`src/rtl/mux_n_arb_pipe_pkg.sv`:
```
// Shared definitions for the N-channel registered bus mux and its arbiters:
// mode encoding and a constant-evaluable ceil(log2) helper.
package mux_n_arb_pipe_pkg;

    typedef enum logic {
        MUX_MODE_FIXED = 1'b0,
        MUX_MODE_RR    = 1'b1
    } mux_mode_e;

    function automatic int unsigned clog2(input int unsigned n);
        int unsigned r;
        r = 0;
        for (int unsigned w = 1; w < n; w = w << 1) begin
            r = r + 1;
        end
        return r;
    endfunction

endpackage

```
`src/rtl/mux_n_arb_pipe_rr_arbiter_n.sv`:
```
// Combinational rotating-priority arbiter: picks the first valid requester
// starting at the pointer and wrapping modulo N.
module rr_arbiter_n #(
    parameter int unsigned N  = 4,
    parameter int unsigned IW = 2
) (
    input  logic [N-1:0]  valid_i,
    input  logic [IW-1:0] ptr_i,
    output logic [N-1:0]  grant_o,
    output logic [IW-1:0] index_o,
    output logic          any_valid_o
);

    int unsigned pos;

    always_comb begin
        grant_o     = '0;
        index_o     = '0;
        any_valid_o = 1'b0;
        pos         = 0;
        for (int unsigned off = 0; off < N; off++) begin
            // ptr_i is always < N, so one conditional subtract replaces the modulo
            pos = int'(ptr_i) + off;
            if (pos >= N) begin
                pos = pos - N;
            end
            if (!any_valid_o && valid_i[IW'(pos)]) begin
                any_valid_o = 1'b1;
                index_o     = IW'(pos);
            end
        end
        if (any_valid_o) begin
            grant_o[index_o] = 1'b1;
        end
    end

endmodule

```
`src/rtl/mux_n_arb_pipe.sv`:
```
// N-channel registered bus mux with valid/ready handshake; channel chosen by
// an external select (FIXED) or a round-robin arbiter (RR).
module mux_n_arb_pipe
    import mux_n_arb_pipe_pkg::*;
#(
    parameter int unsigned DATAWIDTH_BUS           = 32,
    parameter int unsigned NUM_CHANNELS            = 4,
    parameter int unsigned DATAWIDTH_MUX_SELECTION = 2
) (
    input  logic                                    CC_MUX_CLOCK_50,
    input  logic                                    CC_MUX_RESET_InHigh,
    input  logic [NUM_CHANNELS*DATAWIDTH_BUS-1:0]   CC_MUX_data_InBUS,
    input  logic [NUM_CHANNELS-1:0]                 CC_MUX_valid_InBUS,
    output logic [NUM_CHANNELS-1:0]                 CC_MUX_ready_OutBUS,
    input  logic                                    CC_MUX_mode_In,
    input  logic [DATAWIDTH_MUX_SELECTION-1:0]      CC_MUX_selection_InBUS,
    output logic [DATAWIDTH_BUS-1:0]                CC_MUX_data_OutBUS,
    output logic                                    CC_MUX_valid_Out,
    input  logic                                    CC_MUX_ready_In,
    output logic [DATAWIDTH_MUX_SELECTION-1:0]      CC_MUX_grant_OutBUS
);

    localparam int unsigned DW       = DATAWIDTH_BUS;
    localparam int unsigned SW       = DATAWIDTH_MUX_SELECTION;
    localparam int unsigned SEL_SPAN = 1 << SW;
    // Bit s set when select value s names a real channel
    localparam logic [SEL_SPAN-1:0] CHAN_MASK = SEL_SPAN'((64'd1 << NUM_CHANNELS) - 64'd1);

    if (SW != clog2(NUM_CHANNELS) || NUM_CHANNELS < 2 || NUM_CHANNELS > 16) begin : g_bad_params
        $error("mux_n_arb_pipe: NUM_CHANNELS must be 2..16 and DATAWIDTH_MUX_SELECTION = clog2(NUM_CHANNELS)");
    end

    logic [DW-1:0]           data_q, data_d;
    logic                    valid_q, valid_d;
    logic [SW-1:0]           grant_q, grant_d;
    logic [SW-1:0]           ptr_q, ptr_d;

    logic [NUM_CHANNELS-1:0] arb_grant;
    logic [SW-1:0]           arb_index;
    logic                    arb_any;

    logic                    rr_mode;
    logic                    free;
    logic                    cand_exists;
    logic [SW-1:0]           cand_idx;
    logic                    cand_valid;
    logic [DW-1:0]           cand_data;
    logic                    load;

    rr_arbiter_n #(
        .N  (NUM_CHANNELS),
        .IW (SW)
    ) u_rr_arbiter (
        .valid_i     (CC_MUX_valid_InBUS),
        .ptr_i       (ptr_q),
        .grant_o     (arb_grant),
        .index_o     (arb_index),
        .any_valid_o (arb_any)
    );

    always_comb begin
        rr_mode    = (mux_mode_e'(CC_MUX_mode_In) == MUX_MODE_RR);
        free       = !valid_q || CC_MUX_ready_In;
        cand_valid = 1'b0;
        cand_data  = '0;
        CC_MUX_ready_OutBUS = '0;

        if (rr_mode) begin
            cand_exists = arb_any;
            cand_idx    = arb_index;
        end else begin
            cand_exists = CHAN_MASK[CC_MUX_selection_InBUS];
            cand_idx    = CC_MUX_selection_InBUS;
        end

        for (int unsigned k = 0; k < NUM_CHANNELS; k++) begin
            if (cand_idx == SW'(k)) begin
                cand_valid = CC_MUX_valid_InBUS[k];
                cand_data  = CC_MUX_data_InBUS[k*DW +: DW];
                CC_MUX_ready_OutBUS[k] = cand_exists && free && !CC_MUX_RESET_InHigh;
            end
        end

        load = free && cand_exists && cand_valid;

        valid_d = load ? 1'b1 : (free ? 1'b0 : valid_q);
        data_d  = load ? cand_data : data_q;
        grant_d = load ? cand_idx : grant_q;
        ptr_d   = ptr_q;
        if (load && rr_mode) begin
            ptr_d = (cand_idx == SW'(NUM_CHANNELS - 1)) ? '0 : cand_idx + 1'b1;
        end
    end

    always_ff @(posedge CC_MUX_CLOCK_50 or posedge CC_MUX_RESET_InHigh) begin
        if (CC_MUX_RESET_InHigh) begin
            data_q  <= '0;
            valid_q <= 1'b0;
            grant_q <= '0;
            ptr_q   <= '0;
        end else begin
            data_q  <= data_d;
            valid_q <= valid_d;
            grant_q <= grant_d;
            ptr_q   <= ptr_d;
        end
    end

    assign CC_MUX_data_OutBUS  = data_q;
    assign CC_MUX_valid_Out    = valid_q;
    assign CC_MUX_grant_OutBUS = grant_q;

endmodule

```
`config.mk`:
```
export PLATFORM = sky130hd
export DESIGN_NAME = mux_n_arb_pipe
export DESIGN_NICKNAME = d
export VERILOG_FILES = /design/src/rtl/mux_n_arb_pipe_pkg.sv /design/src/rtl/mux_n_arb_pipe_rr_arbiter_n.sv /design/src/rtl/mux_n_arb_pipe.sv
export SDC_FILE = /design/constraint.sdc
export NUM_CORES = 1
export LEC_CHECK = 0
export BUFFER_PORTS_ARGS = -buffer_cell sky130_fd_sc_hd__buf_2
export CAP_MARGIN = 20
export CORE_MARGIN = 3
export CORE_UTILIZATION = 45
export CTS_BUF_LIST = sky130_fd_sc_hd__clkbuf_4 sky130_fd_sc_hd__clkbuf_8
export CTS_CLUSTER_SIZE = 30
export DETAILED_ROUTE_END_ITERATION = 7
export PLACE_DENSITY = 0.89
export SETUP_SLACK_MARGIN = 0.02
export SLEW_MARGIN = 20
export SYNTH_ARGS = -nofsm -noshare
export SYNTH_HDL_FRONTEND = slang
export SYNTH_SLANG_ARGS = --single-unit
```
`constraint.sdc`:
```
create_clock -name CC_MUX_CLOCK_50 -period 8.03 [get_ports CC_MUX_CLOCK_50]
set_clock_uncertainty 0.2 [all_clocks]
set_input_delay 0.803 -clock CC_MUX_CLOCK_50 [delete_from_list [all_inputs] [get_ports CC_MUX_CLOCK_50]]
set_output_delay 0.803 -clock CC_MUX_CLOCK_50 [all_outputs]
set_load 0.03 [all_outputs]
```
After elaboration in Yosys (flattened, before gate mapping)

Index checks and enable logic that the tools add are counted.

Word-level logic and storage cells: 78
Input port bits: 138
Output and inout bits: 39
Memories kept: 0
ROM bits: 0
Register bits: 37
Memory bits (writable): 0
Latch bits: 0

Equal/unequal tests: 3
Multiplexer cells: 39
Shift operators: 0
$lt $le $gt $ge: 9
$add $sub $neg: 8
Reduce and logical (&&, ||, !) cells: 15
$mul: 0
Div/mod/pow operators: 0
Bitwise logic cells: 0

Operators by type and width:

| kind                | count |
|---|---|
| $mux 32             | 4 |
| $mux 1              | 20 |
| $mux 2              | 10 |
| $lt 2x3->1 const B  | 5 |
| $bmux 1 s2          | 5 |
| $ge 3x3->1 const B  | 3 |
| $sub 2x1->2 const B | 4 |
| $logic_and 1x1->1   | 7 |
| $add 2x2->3 const B | 2 |
| $logic_not 1->1     | 5 |
| $eq 2x2->1 const B  | 2 |
| $add 2x1->3 const B | 1 |
| $ge 2x3->1 const B  | 1 |
| $add 2x1->2 const B | 1 |
| $eq 2x1->1 const B  | 1 |
| $logic_not 2->1     | 1 |
| $reduce_bool 2->1   | 1 |
| $logic_or 1x1->1    | 1 |

Logic depth before layout (Yosys ltp)

Word-level depth: 22
Gate-level depth with buffers: 12
Gate-level depth less buffers: 9

Modules after synthesis

Synthesis repeated with hierarchy kept, for this count alone.

Cell total of the unflattened synthesis: 287
Area, all modules: 2,834.0 um2

By module, submodules not included:

| module         | instances | seq. area each (um2) | area each (um2) | cells an instance |
|---|---|---|---|---|
| mux_n_arb_pipe | 1         | 925.9                | 2,622.5         | 254 |
| rr_arbiter_n   | 1         | 0.0                  | 211.5           | 33 |

Least setup slack after synthesis

No wires, ideal clock.

Kind: in2out
Start: input port CC_MUX_mode_In
End: output port CC_MUX_ready_OutBUS[3]
Arrival time: 2,764 ps
Stages on the path: 7
Path slack: 4,263 ps
Buffers on the path: 2
Data required time: 7,027 ps
Cell sequence: inv_1 a21boi_0 a2111oi_1 ha_1 clkbuf_1 clkbuf_1 and2_1

Elaborated cells between the ends (all ways): 6
Those cells by class: 1 x eq/ne; 3 x mux; 2 x reduce/logical

RTL lines:

| element         | line                 | source |
|---|---|---|
| from (decl)     | mux_n_arb_pipe.sv:15 | `input logic CC_MUX_mode_In,` |
| $mux 2          | mux_n_arb_pipe.sv:68 | `if (rr_mode) begin` |
| via cand_idx[1] | mux_n_arb_pipe.sv:45 | `logic [SW-1:0] cand_idx;` |
| $eq 2x2->1      | mux_n_arb_pipe.sv:77 | `if (cand_idx == SW'(k)) begin` |
| $mux 1          | mux_n_arb_pipe.sv:77 |  |
| to (decl)       | mux_n_arb_pipe.sv:14 | `output logic [NUM_CHANNELS-1:0] CC_MUX_ready_OutBUS,` |

The timed path passes the listed nets, and every way through them passes these cells.

Final worst setup path

Start: input port CC_MUX_mode_In
End: register data_q[20] (netlist: CC_MUX_data_OutBUS[20])

Word-level cells in the longest chain between the ends: 7
Elaborated cells between the ends (all ways): 16
Those cells by class: 3 x eq/ne; 10 x mux; 3 x reduce/logical

Ends and longest elaborated chain:

| element              | line                  | source |
|---|---|---|
| $mux 2 *             | mux_n_arb_pipe.sv:68  |  |
| via cand_idx[1]      | mux_n_arb_pipe.sv:45  |  |
| $logic_not 2->1      | mux_n_arb_pipe.sv:77  |  |
| $mux 1 (4 in series) | mux_n_arb_pipe.sv:77  |  |
| $logic_and 1x1->1    | mux_n_arb_pipe.sv:84  | `load = free && cand_exists && cand_valid;` |
| to (signal assigned) | mux_n_arb_pipe.sv:102 | `data_q <= data_d;` |
| to (decl)            | mux_n_arb_pipe.sv:33  | `logic [DW-1:0] data_q, data_d;` |

The timed path passes the listed nets; every way through them passes the cells marked *.
A chain may end at the register's enable or synchronous reset.

==> results by group <==
Run status
  – Outcome: finished clean

Setup path
  – Worst r2r src: ptr_q[0]
  – Critical path required time: ~8100 ps
  – Crit Path Category: in -> reg
  – Max stage delay cell, worst path: a2111oi_1
  – Worst setup path start: CC_MUX_mode_In
  – Crit path cell chain: buf_2 -> inv_1 -> a21boi_0 -> a2111oi_1 -> inv_1 -> ha_1 -> buf_4 -> nor2b_2 -> buf_4 -> a221oi_1 -> o21ai_0 -> mux2_4
  – Max incr delay on CP: between 900 and 1000 ps
  – WP buf/inv: 5
  – Crit. End Element: flop
  – Critical Path AT: around 4600 ps
  – Critical Path Source Type: primary input
  – Crit Path Max Fanout: 21
  – Largest delay share family, worst path: compound AO/OA/AOI/OAI gates

Synthesis
  – Mapped Area: between 2000 and 3000 um2
  – Sequential share of the synthesized area: 0.345
  – Ys Warns: 0
  – Number of synthesized register bits: 37
  – Syn nets: about 410
  – Post-synth cell types: 33
  – Cells after Synth: about 270
  – Synth Area per Inst: just under 10 um2

Floorplanning
  – Io pins: between 150 and 200
  – Initial Utilization: 0.475
  – Die width: about 83 um
  – Die H: approximately 83 um
  – Core ar.: 5640 um2
  – Die ar.: 6920 um2
  – Row cnt: 27

Finish
  – Final nets: roughly 580
  – Commonest non-fill, non-tap cell in the layout: buf_2
  – Antenna diode count: 0
  – Synthesis-to-finish area growth: 37.2%
  – Fraction of layout cells with a size suffix above 1: 0.524
  – Fillers: between 400 and 500
  – Most frequent cells in the layout: 176 x buf_2, 37 x dfrtp_1, 36 x nand2_1

Place
  – Input/output buffers: between 150 and 200
  – Dpl ws: 3310 ps
  – Dpl hpwl: between 6 and 7 mm
  – Final RePlAce weighted congestion: ~0.9

Run
  – Max Cap Viol: 0

Routing
  – Top routing layer used: met4
  – Detail Route met3 WL: 619 um
  – DR iter-0 viols: around 110
  – Wl on met1: between 3 and 4 mm
  – Met2 wire len: 4.41 mm
  – WL per Instance: between 15 and 20 um
  – Routed Antenna Nets: 0
  – Total number of vias: ~2,800
  – First-pass DRT Iterations: 4
  – Routed wire length: approximately 8.4 mm
  – Vias/cell: about 5.6
  – Drt drc: 0

Timing
  – Fin Hold WS: 307 ps
  – Fin. max-slew vios: 0
  – Final setup fails: 0
  – Final Hold Vio Count: 0
  – Setup Total Neg Slack: 0 ps
  – Fin crit share: 0.568
  – RSZ-0062 raised after global routing: no
  – Fmax: ~220 MHz
  – Slew headroom: 0.312
  – Crit path time final: 4560 ps
  – Fin worst setup slack: approximately 3500 ps
  – Slew @ Worst Pin: about 1000 ps

Clocking
  – Num CTS Buffers: 5
  – Worst-Skew Late Latency: around 280 ps
  – Post-CTS sizing: 0
  – CTS tree: yes
  – Htree depth: 2
  – Post-CTS setup buffers: 0
  – Clock transition at the registers of the reported paths: ~70 ps
  – Clock root buffer: clkbuf_8
  – Hold buffers post-CTS: 0
  – Clock sink count: 37
  – Clock Path Buffers: 2

GRT
  – Gr ovfl total: 0
  – Global-route wire length before repair: 13.3 mm
  – Global Route Usage Sum: 0.232
  – Vias in the first global route: approximately 2,800
  – Largest net degree at the start of global routing: 69
  – Initial antenna violation count: 0

Power
  – Pleak: 1.86 nW
  – Pwr/cell area: approximately 350 nW/um2
  – Peak supply drop: 251 uV

Min path
  – HP Class: reg -> reg
  – Hold Crit Start: CC_MUX_data_OutBUS[21]
## state kept, by name (all words and copies together), names as in the netlist
signal               flops
CC_MUX_data_OutBUS      32
CC_MUX_grant_OutBUS      2
ptr_q                    2
CC_MUX_valid_Out         1
## routing by layer
| metal | global-route usage | up-vias |
|---|---|---|
| li1 | - | 1338 |
| met1 | 0.287 | 1350 |
| met2 | 0.412 | 120 |
| met3 | 0.0516 | 7 |
| met4 | 0.0475 | 0 |
| met5 | 0 | - |
## kinds of logic after synthesis
group / after synthesis / share of synthesized area
buffers and inverters: 31 / 0.0667
adders and majority gates: 4 / 0.0187
AOI/OAI and AO/OA: 107 / 0.280
muxes: 37 / 0.194
DFF: 37 / 0.345
and+or+nand+nor: 56 / 0.0956
## synthesized netlist by cell type
library cell | number | area share
nand3_1 | 1 | 0.0019
nand2_1 | 36 | 0.050
a22o_1 | 1 | 0.0033
buf_8 | 1 | 0.0056
nor2_1 | 3 | 0.0042
a2111oi_1 | 1 | 0.0037
inv_1 | 6 | 0.0084
o21bai_1 | 31 | 0.087
a21oi_1 | 4 | 0.0075
o21ai_1 | 1 | 0.0019
a21boi_0 | 1 | 0.0028
a221oi_1 | 31 | 0.10
mux2_2 | 7 | 0.029
nand2b_1 | 2 | 0.0047
clkbuf_1 | 19 | 0.027
nor3b_1 | 1 | 0.0028
nor3_1 | 2 | 0.0037
a211oi_1 | 2 | 0.0056
o41ai_1 | 1 | 0.0033
mux2_4 | 28 | 0.16
buf_6 | 2 | 0.0084
and2_4 | 1 | 0.0033
ha_1 | 4 | 0.019
a31oi_1 | 2 | 0.0047
and2_1 | 5 | 0.012
nor2b_1 | 3 | 0.0070
dfrtp_1 | 37 | 0.35
mux2i_1 | 2 | 0.0075
buf_12 | 2 | 0.015
or2_1 | 1 | 0.0023
buf_4 | 1 | 0.0028
o21ai_0 | 32 | 0.060
nor3_2 | 1 | 0.0037
## report_power, final
part	switching, W	total (W)	internal, W
sequential	0.0000565	0.000335	0.000279
combinational	0.000452	0.000813	0.000362
clock	0.0000627	0.000153	0.0000903
total	0.000571	0.00130	0.000731
## final timing paths
kind / end / slack [ps] / cells after the start
min in group asynchronous: CC_MUX_data_OutBUS[13] / 440 / 3
max: CC_MUX_data_OutBUS[20] / 3470 / 12
max reg2reg: CC_MUX_data_OutBUS[20] / 3800 / 11
min reg2reg: CC_MUX_data_OutBUS[21] / 310 / 1
min: CC_MUX_data_OutBUS[21] / 310 / 1
max in group asynchronous: CC_MUX_data_OutBUS[1] / 6870 / 3
## cell type report
cell class,count,area [um2],share of cell area
tap,72,90.1,0.0245
timing repair buffer,181,938,0.255
sequential,37,926,0.252
clock buffer,5,68.8,0.0187
clock inverter,2,35.0,0.00952
multi-input combinational,204,1600,0.435
inverter,6,22.5,0.00612
## stage by stage
step,total power (W),util,instance area [um2],std cells
floorplan,0.000957,-,2680,272
global placement,0.00111,0.626,3530,499
detailed placement,0.00114,0.626,3530,499
CTS,0.00130,0.644,3640,506
global route,0.00139,0.652,3680,507
finish,0.00130,0.652,3680,507
Power figures use the tool's default switching activity.
